$ cat config.mk
export PLATFORM = sky130hd
export DESIGN_NAME = gcd_job_queue
export DESIGN_NICKNAME = d
export VERILOG_FILES = /design/src/rtl/gcdq_pkg.sv /design/src/rtl/gcdq_fifo.sv /design/src/rtl/gcd_job_queue.sv
export SDC_FILE = /design/constraint.sdc
export NUM_CORES = 1
export LEC_CHECK = 0
export ABC_CLOCK_PERIOD_IN_PS = 8900
export CAP_MARGIN = 25
export CORE_MARGIN = 2
export CORE_UTILIZATION = 45
export DETAILED_ROUTE_END_ITERATION = 10
export PLACE_DENSITY = 0.66
export SLEW_MARGIN = 5
export SYNTH_ARGS = -nofsm -noshare
export SYNTH_HDL_FRONTEND = slang
export SYNTH_SLANG_ARGS = --single-unit
$ cat constraint.sdc
create_clock -name clk -period 8.9 [get_ports clk]
set_input_delay 1.335 -clock clk [delete_from_list [all_inputs] [get_ports clk]]
set_output_delay 1.335 -clock clk [all_outputs]
set_load 0.03 [all_outputs]
$ cat src/rtl/gcdq_pkg.sv
// Shared constants for the GCD job queue: register offsets, STATUS bit
// positions and the dispatcher state encoding.
package gcdq_pkg;

    localparam logic [15:0] OFF_OP_A   = 16'h0000;
    localparam logic [15:0] OFF_OP_B   = 16'h0004;
    localparam logic [15:0] OFF_RESULT = 16'h0008;
    localparam logic [15:0] OFF_STATUS = 16'h000C;
    localparam logic [15:0] OFF_COUNT  = 16'h0010;

    localparam int ST_JOB_EMPTY = 0;
    localparam int ST_JOB_FULL  = 1;
    localparam int ST_RES_EMPTY = 2;
    localparam int ST_RES_FULL  = 3;
    localparam int ST_BUSY      = 4;
    localparam int ST_OVF       = 5;
    localparam int ST_UNF       = 6;
    localparam int ST_LEVEL_LSB = 8;

    typedef enum logic [1:0] {IDLE, ISSUE, WAIT, STORE} state_t;

endpackage

$ cat src/rtl/gcdq_fifo.sv
// Synchronous fall-through FIFO; pushes when full and pops when empty are
// silently ignored so the caller only has to flag them.
module gcdq_fifo #(
    parameter int DEPTH = 4,
    parameter int W     = 32
) (
    input  logic                     clk,
    input  logic                     n_reset,
    input  logic                     push,
    input  logic                     pop,
    input  logic [W-1:0]             din,
    output logic [W-1:0]             dout,
    output logic                     full,
    output logic                     empty,
    output logic [$clog2(DEPTH):0]   level
);
    localparam int AW = $clog2(DEPTH);

    logic [W-1:0]  mem [DEPTH];
    logic [AW-1:0] wr_ptr, rd_ptr;
    logic          do_push, do_pop;

    assign empty   = (level == '0);
    assign full    = (level == (AW+1)'(DEPTH));
    assign do_push = push && !full;
    assign do_pop  = pop && !empty;
    assign dout    = mem[rd_ptr];

    always_ff @(posedge clk) begin
        if (do_push) mem[wr_ptr] <= din;
    end

    // Pointers wrap naturally because DEPTH is a power of two.
    always_ff @(posedge clk) begin
        if (!n_reset) begin
            wr_ptr <= '0;
            rd_ptr <= '0;
            level  <= '0;
        end else begin
            if (do_push) wr_ptr <= wr_ptr + 1'b1;
            if (do_pop)  rd_ptr <= rd_ptr + 1'b1;
            case ({do_push, do_pop})
                2'b10:   level <= level + 1'b1;
                2'b01:   level <= level - 1'b1;
                default: level <= level;
            endcase
        end
    end

endmodule

$ cat src/rtl/gcd_job_queue.sv
// Bus front end for the GCD engine: CPU queues operand pairs, a dispatcher
// runs them through the engine one at a time and queues results for readback.
module gcd_job_queue
    import gcdq_pkg::*;
#(
    parameter int          DEPTH = 4,
    parameter int          DW    = 32,
    parameter logic [15:0] BASE  = 16'h0108
) (
    input  logic          clk,
    input  logic          n_reset,
    input  logic [15:0]   saddress,
    input  logic          srd,
    input  logic          swr,
    input  logic [DW-1:0] sdata_in,
    output logic [DW-1:0] sdata_out,
    output logic [DW-1:0] eng_a,
    output logic [DW-1:0] eng_b,
    output logic          eng_start,
    input  logic          eng_done,
    input  logic [DW-1:0] eng_result,
    output logic [31:0]   gpio_out
);
    localparam int LW = $clog2(DEPTH) + 1;

    state_t          state;
    logic            srd_q, swr_q, rd_fire, wr_fire;
    logic            hit_a, hit_b, hit_res, hit_stat, hit_cnt;
    logic [DW-1:0]   a_hold, res_q;
    logic            ovf, unf;
    logic [2*DW-1:0] job_head;
    logic [DW-1:0]   res_head;
    logic            job_full, job_empty, res_full, res_empty;
    logic [LW-1:0]   job_level, res_level;
    logic [31:0]     status;

    assign rd_fire  = srd && !srd_q;
    assign wr_fire  = swr && !swr_q;
    assign hit_a    = (saddress == BASE + OFF_OP_A);
    assign hit_b    = (saddress == BASE + OFF_OP_B);
    assign hit_res  = (saddress == BASE + OFF_RESULT);
    assign hit_stat = (saddress == BASE + OFF_STATUS);
    assign hit_cnt  = (saddress == BASE + OFF_COUNT);

    gcdq_fifo #(.DEPTH(DEPTH), .W(2*DW)) u_job_fifo (
        .clk(clk), .n_reset(n_reset),
        .push(wr_fire && hit_b), .pop(state == ISSUE),
        .din({a_hold, sdata_in}), .dout(job_head),
        .full(job_full), .empty(job_empty), .level(job_level)
    );

    gcdq_fifo #(.DEPTH(DEPTH), .W(DW)) u_res_fifo (
        .clk(clk), .n_reset(n_reset),
        .push(state == STORE), .pop(rd_fire && hit_res),
        .din(res_q), .dout(res_head),
        .full(res_full), .empty(res_empty), .level(res_level)
    );

    always_comb begin
        status                       = '0;
        status[ST_JOB_EMPTY]         = job_empty;
        status[ST_JOB_FULL]          = job_full;
        status[ST_RES_EMPTY]         = res_empty;
        status[ST_RES_FULL]          = res_full;
        status[ST_BUSY]              = (state != IDLE);
        status[ST_OVF]               = ovf;
        status[ST_UNF]               = unf;
        status[ST_LEVEL_LSB +: 8]    = 8'(job_level);
    end

    // Bus side. Flag sets are written after W1C clears so a same-cycle set wins.
    always_ff @(posedge clk) begin
        if (!n_reset) begin
            srd_q     <= 1'b0;
            swr_q     <= 1'b0;
            a_hold    <= '0;
            ovf       <= 1'b0;
            unf       <= 1'b0;
            sdata_out <= '0;
        end else begin
            srd_q <= srd;
            swr_q <= swr;
            if (wr_fire) begin
                if (hit_a) a_hold <= sdata_in;
                if (hit_stat && sdata_in[ST_OVF]) ovf <= 1'b0;
                if (hit_stat && sdata_in[ST_UNF]) unf <= 1'b0;
                if (hit_b && job_full) ovf <= 1'b1;
            end
            if (rd_fire) begin
                if (hit_a)    sdata_out <= a_hold;
                if (hit_stat) sdata_out <= DW'(status);
                if (hit_cnt)  sdata_out <= DW'(gpio_out);
                if (hit_res) begin
                    sdata_out <= res_empty ? '0 : res_head;
                    if (res_empty) unf <= 1'b1;
                end
            end
        end
    end

    // Operands load on the IDLE->ISSUE edge so eng_start is high exactly in ISSUE.
    // Only one job is ever in flight, so a free result slot seen in IDLE stays free.
    always_ff @(posedge clk) begin
        if (!n_reset) begin
            state     <= IDLE;
            eng_a     <= '0;
            eng_b     <= '0;
            eng_start <= 1'b0;
            res_q     <= '0;
            gpio_out  <= '0;
        end else begin
            case (state)
                IDLE: if (!job_empty && !res_full) begin
                    eng_a     <= job_head[2*DW-1:DW];
                    eng_b     <= job_head[DW-1:0];
                    eng_start <= (job_head[2*DW-1:DW] != '0) && (job_head[DW-1:0] != '0);
                    state     <= ISSUE;
                end
                ISSUE: begin
                    eng_start <= 1'b0;
                    if (eng_a == '0 || eng_b == '0) begin
                        res_q <= eng_a | eng_b;
                        state <= STORE;
                    end else begin
                        state <= WAIT;
                    end
                end
                WAIT: if (eng_done) begin
                    res_q <= eng_result;
                    state <= STORE;
                end
                STORE: begin
                    gpio_out <= gpio_out + 32'd1;
                    state    <= IDLE;
                end
                default: state <= IDLE;
            endcase
        end
    end

endmodule
# Yosys cells after proc, flatten, opt, wreduce, memory -nomap -nowiden
# Memories as Yosys holds them, arrays and structs flattened. A register that Yosys moved wholly into a read port is not among the register bits.
# Index checks and enable logic that the tools add are counted.
[word_totals]
reg_bits = 213
mem_bits_rw = 384
input_bits = 85
output_inout_bits = 129
elab_cells = 119
memories = 2
[classes]
add_sub_neg = 9
n_eq_ne = 17
muxes = 31
bitwise = 1
n_reduce_logical = 41
[memory_table]
columns = ["name", "words", "width", "rd", "rd_clocked_by_memory_dff", "write_ports", "line", "text"]
rows = [
  ["u_job_fifo.mem", 4, 64, 1, 1, 1, "gcdq_fifo.sv:19", "logic [W-1:0] mem [DEPTH];"],
  ["u_res_fifo.mem", 4, 32, 1, 1, 1, "gcdq_fifo.sv:19", ""],
]
[ops]
columns = ["op", "n"]
rows = [
  ["32-bit two-way mux", 7],
  ["16-bit by 9-bit == test with 1-bit output, second input constant", 5],
  ["32-bit logical NOT", 2],
  ["32-bit one-hot mux with 2 select lines", 1],
  ["32-bit nonzero test", 2],
  ["32-bit by 1-bit adder with 32-bit output, second input constant", 1],
  ["32-bit bitwise OR", 1],
  ["1-bit logical AND", 13],
  ["1-bit two-way mux", 13],
  ["2-bit two-way mux", 6],
  ["3-bit one-hot mux with 2 select lines", 2],
  ["2-bit AND reduction", 6],
  ["2-bit nonzero test", 6],
  ["2-bit by 1-bit adder with 2-bit output, second input constant", 4],
  ["2-bit == test, second input constant", 4],
  ["2-bit one-hot mux with 4 select lines", 1],
  ["3-bit by 1-bit adder with 3-bit output, second input constant", 2],
  ["2-bit by 1-bit == test with 1-bit output, second input constant", 3],
  ["3-bit == test, second input constant", 2],
  ["1-bit logical NOT", 6],
  ["3-bit logical NOT", 2],
  ["2-bit inequality test, second input constant", 3],
  ["3-bit by 1-bit subtractor with 3-bit output, second input constant", 2],
  ["4-bit nonzero test", 1],
  ["other kinds (4)", 4],
]

# Longest topological paths before layout
[depth]
ltp_word = 7
ltp_mapped = 12
depth_no_buf = 11

# Cells and area by module
# Synthesis repeated with hierarchy kept, for this count alone.
[hier_totals]
hier_cells = 1811
area_unflattened_um2 = 24674.9
[modules_own_cells]
columns = ["module", "n_inst", "cells_each", "area_each_um2", "seq_area_each_um2"]
rows = [
  ["gcdq_fifo (u_job_fifo)", 1, 388, 9806.9, 7867.5],
  ["gcd_job_queue", 1, 1202, 9723.1, 3983.8],
  ["gcdq_fifo (u_res_fifo)", 1, 221, 5144.9, 4023.9],
]

# Worst setup path before layout
# OpenSTA, ideal clock, no wires.
[synth_timing]
path_type = "input -> register"
startpoint = "in saddress[3]"
endpoint = "mem u_job_fifo.mem[0][0] (netlist bit) (enable)"
setup_ns = 0.429
t_arrival_ns = 3.926
t_required_ns = 8.471
path_slack_ns = 4.546
stages = 6
path_buffers = 1
path_cell_list = "buf_2 inv_1 nor4b_1 nand3_1 nor2_1 and2_1"
[synth_via]
elab_chain_cells = 5
[synth_rtl]
columns = ["element", "line", "text"]
rows = [
  ["from (decl)", "gcd_job_queue.sv:12", "input logic [15:0] saddress,"],
  ["16-bit by 9-bit == test with 1-bit output", "gcd_job_queue.sv:40", "assign hit_b = (saddress == BASE + OFF_OP_B);"],
  ["1-bit logical AND", "gcd_job_queue.sv:47", ".push(wr_fire && hit_b), .pop(state == ISSUE),"],
  ["1-bit logical AND", "gcdq_fifo.sv:25", "assign do_push = push && !full;"],
  ["1-bit two-way mux", "gcdq_fifo.sv:30", "if (do_push) mem[wr_ptr] <= din;"],
  ["1-bit two-way mux (implied by the code)", "gcdq_fifo.sv:30", ""],
  ["to (decl)", "gcdq_fifo.sv:19", ""],
]
# Every way passes these cells.

# Worst setup path after layout
[layout_timing]
startpoint = "in saddress[3]"
endpoint = "mem u_job_fifo.mem[1][33] (netlist bit) (enable)"
# The elaborated chain is that of the path after synthesis.

==> run_results.csv <==
group,metric,value,unit
run_status,run_status,"finished clean",
clocking,clock-sinks,601,
place,place_congestion,0.832,
drt,initialDrtViolationCount,1550,
clocking,htreeDepth,2,
synthesis,synth_fa_ha_area_frac,0.0101,
global_route,grt_max_degree,119,
power_and_ir_drop,swShare,0.211,
place,pre_cts_ws,3.79,ns
timing,final.setup_skew,0.0158,ns
synthesis,synth_nets,1808,
global_route,grt_pass1_vias,14300,
layout,n_antenna_cell,0,
synthesis,avgSynthCellArea,14.0,um2
drt,drc,0,
critical_path,crit_slowest_cell,"clkdlybuf4s50_1",
clocking,numCtsBuffers,58,
critical_path,critPathMaxStageDelay,0.89,ns
critical_path,critPathTopFamily,"buffers and inverters",
power_and_ir_drop,p_clk_frac,0.431,
power_and_ir_drop,power.density,194,nW/um2
timing,relSlewSlack,0.266,
drt,drt-pass1-iter-count,7,
die,die_area,54800,um2
synthesis,synthSimpleGateAreaFrac,0.105,
clocking,tritoncts,"done",
critical_path,end_kind,"flop",
synthesis,synthMuxAreaShare,0.112,
timing,setup_violations,0,
drt,routedWlPerCell,23.2,um
clocking,cts-root-buf,"clkbuf_16",
synthesis,syn_area,23800,um2
job,cap_violations,0,
timing,rsz0062_at_grt,"no",
critical_path,worst_setup_path_start_kind,"input port",
power_and_ir_drop,vdd_ir_drop_max,0.000166,V
power_and_ir_drop,power_frac_comb,0.035,
clocking,cts_resized,0,
global_route,grt_pass1_wl,90.0,mm
clocking,post-cts-setup-buffer-count,0,
place,placed_cell_area,26500,um2
critical_path,crit_chain,"clkdlybuf4s50_1 -> inv_1 -> nor4b_1 -> nand3_1 -> nor2_1 -> and2_2 -> buf_4",
layout,post-route-cell-area,28400,um2
synthesis,yosys_warnings,0,
critical_path,crit_type,"in -> reg",
synthesis,synth-xor-area-share,0.0129,
layout,synthToLayoutAreaGrowth,19.4,%
synthesis,synth-edff-count,384,
timing,final.period_utilization,0.504,
clocking,cts_hold_buf,0,
global_route,antenna_found_initial,0,
timing,slew_viol_final,0,
global_route,grtUsageTotal,0.223,
die,start_util,0.454,
critical_path,cp_data_required_time,9.14,ns
synthesis,syn_inst,1705,
critical_path,critPathMaxFanout,47,
die,fp.dieH,234,um
timing,min_period,4.49,ns
power_and_ir_drop,p_total,0.00552,W
layout,drive_gt1_frac,0.109,
power_and_ir_drop,p_seq_frac,0.534,
timing,fmax,0.223,GHz
clocking,clk_latency,0.62,ns
clocking,cts_max_path_buffers,3,
layout,final_cell_mix,"edfxtp_1 (384), nand2_1 (283), dfxtp_1 (213)",
layout,nNetsFinal,2003,
die,io_pins,214,
timing,setup_tns,0,ns
die,core_area,52400,um2
critical_path,worst-path-buf-inv,3,
drt,vias,14700,
clocking,path_clk_slew,0.06,ns
global_route,grt_overflow_total,0,
drt,wl,61.2,mm
layout,final_common_cell,"edfxtp_1",
synthesis,synth_cell_types,52,
drt,final_antenna_net_count,0,
power_and_ir_drop,switching_power,0.00116,W
synthesis,synth-async-reset-ratio,0,
synthesis,synth_top_family_by_area,"multiplexers",
layout,final_util,0.542,
place,hpwl,40.7,mm
synthesis,synthFlopType,"edfxtp_1",
drt,viasPerCell,5.56,
timing,hold_viol,0,
timing,tightest_slew,1.10,ns
min_path,hold_class,"reg -> reg",
power_and_ir_drop,p_int,0.00436,W
critical_path,arrival,4.73,ns
place,portBuffers,213,
die,die_w,234,um
timing,layout_setup_ws,4.41,ns
synthesis,yosysSeqAreaShare,0.667,
power_and_ir_drop,p_leak,8.92,nW
die,num_rows,84,
synthesis,synth.ff_latch_count,601,
synthesis,synth_compound_area_frac,0.0709,
==> through the flow <==
step	std cells	hold slack, ns
after floorplan	1705	0.430
after global placement	2526	0.439
after detailed placement	2526	0.453
after CTS	2636	0.462
after global routing	2638	0.499
final	2638	0.461
==> layout make-up <==
| class | instances | area [um2] |
|---|---|---|
| well taps | 688 | 861 |
| fillers | 4223 | 24000 |
| multi-input cells | 983 | 7440 |
| clock buffers | 74 | 1550 |
| clock inverters | 36 | 287 |
| repair buffers | 234 | 2320 |
| inverters | 22 | 82.6 |
| flip-flops and latches | 601 | 15900 |
==> cells by family after synthesis <==
family	count (synthesis)
compound gates	259
xor+xnor	35
fa+ha+maj	18
buf+inv	121
flops	601
mux	142
simple gates	529
==> sequential cells by signal, indices dropped and copies added, names as in the netlist, named ones only <==
| signal | flops |
|---|---|
| u_job_fifo.wr_ptr | 2 |
| state | 2 |
| u_res_fifo.mem | 128 |
| ovf | 1 |
| eng_start | 1 |
| sdata_out | 32 |
| eng_b | 32 |
| u_job_fifo.level | 3 |
| u_res_fifo.rd_ptr | 2 |
| u_job_fifo.rd_ptr | 2 |
| res_q | 32 |
| u_res_fifo.wr_ptr | 2 |
| gpio_out | 32 |
| a_hold | 32 |
| unf | 1 |
| srd_q | 1 |
| u_res_fifo.level | 3 |
| u_job_fifo.mem | 256 |
| eng_a | 32 |
| swr_q | 1 |
==> power groups by stage <==
stage               Combinational (W)  Clock [W]  Sequential (W)
finish                       0.000195    0.00238         0.00295
global route                 0.000209    0.00252         0.00295
CTS                          0.000196    0.00241         0.00295
detailed placement           0.000195          0         0.00301
global placement             0.000192          0         0.00301
floorplan                    0.000110          0         0.00301
==> cells in the mapped netlist (all sizes together), types with 13 or more instances <==
master,instances,area (um2)
a21boi,102,766
a21oi,13,65.1
a22oi,22,165
a31oi,32,200
and2,40,250
buf,43,235
clkbuf,56,211
dfxtp,217,4340
edfxtp,384,11500
ha,16,200
inv,22,82.6
mux2i,46,460
mux4,96,2200
nand2,283,1060
nand3,17,85.1
nand4,17,106
nor2,49,184
nor2b,42,263
nor3,13,70.1
nor4,38,263
o21ai,73,365
xnor2,19,166
xor2,16,140
==> worst reg2reg max path: cells and delay by family, from the launching register on <==
kind,cells,cell delay [ns]
compound gates,1,0.20
flops,1,0.66
simple gates,4,1.05
buf+inv,1,0.76
mux,1,0.77
==> path summary, 6_finish.rpt <==
path | start | to | depth (start not counted) | slack [ns]
setup reg to reg | flop | eng_start$_SDFFE_PN0P_ | 7 | 5.36
hold / removal | ovf$_SDFFE_PN0P_ | ovf$_SDFFE_PN0P_ | 2 | 0.46
hold reg to reg | ovf$_SDFFE_PN0P_ | ovf$_SDFFE_PN0P_ | 2 | 0.46
setup / recovery | saddress[3] | u_job_fifo.mem[1][33]$_DFFE_PP_ | 7 | 4.41
==> metal layers <==
| metal | global-route usage | up-vias | part of all wire |
|---|---|---|---|
| met5 | 0 | - | 0 |
| met4 | 0.0655 | 0 | 0.025 |
| met3 | 0.0357 | 88 | 0.062 |
| met2 | 0.355 | 474 | 0.48 |
| met1 | 0.317 | 7377 | 0.44 |
| li1 | - | 6738 | - |
No activity file was read; power rests on OpenSTA's default activity.
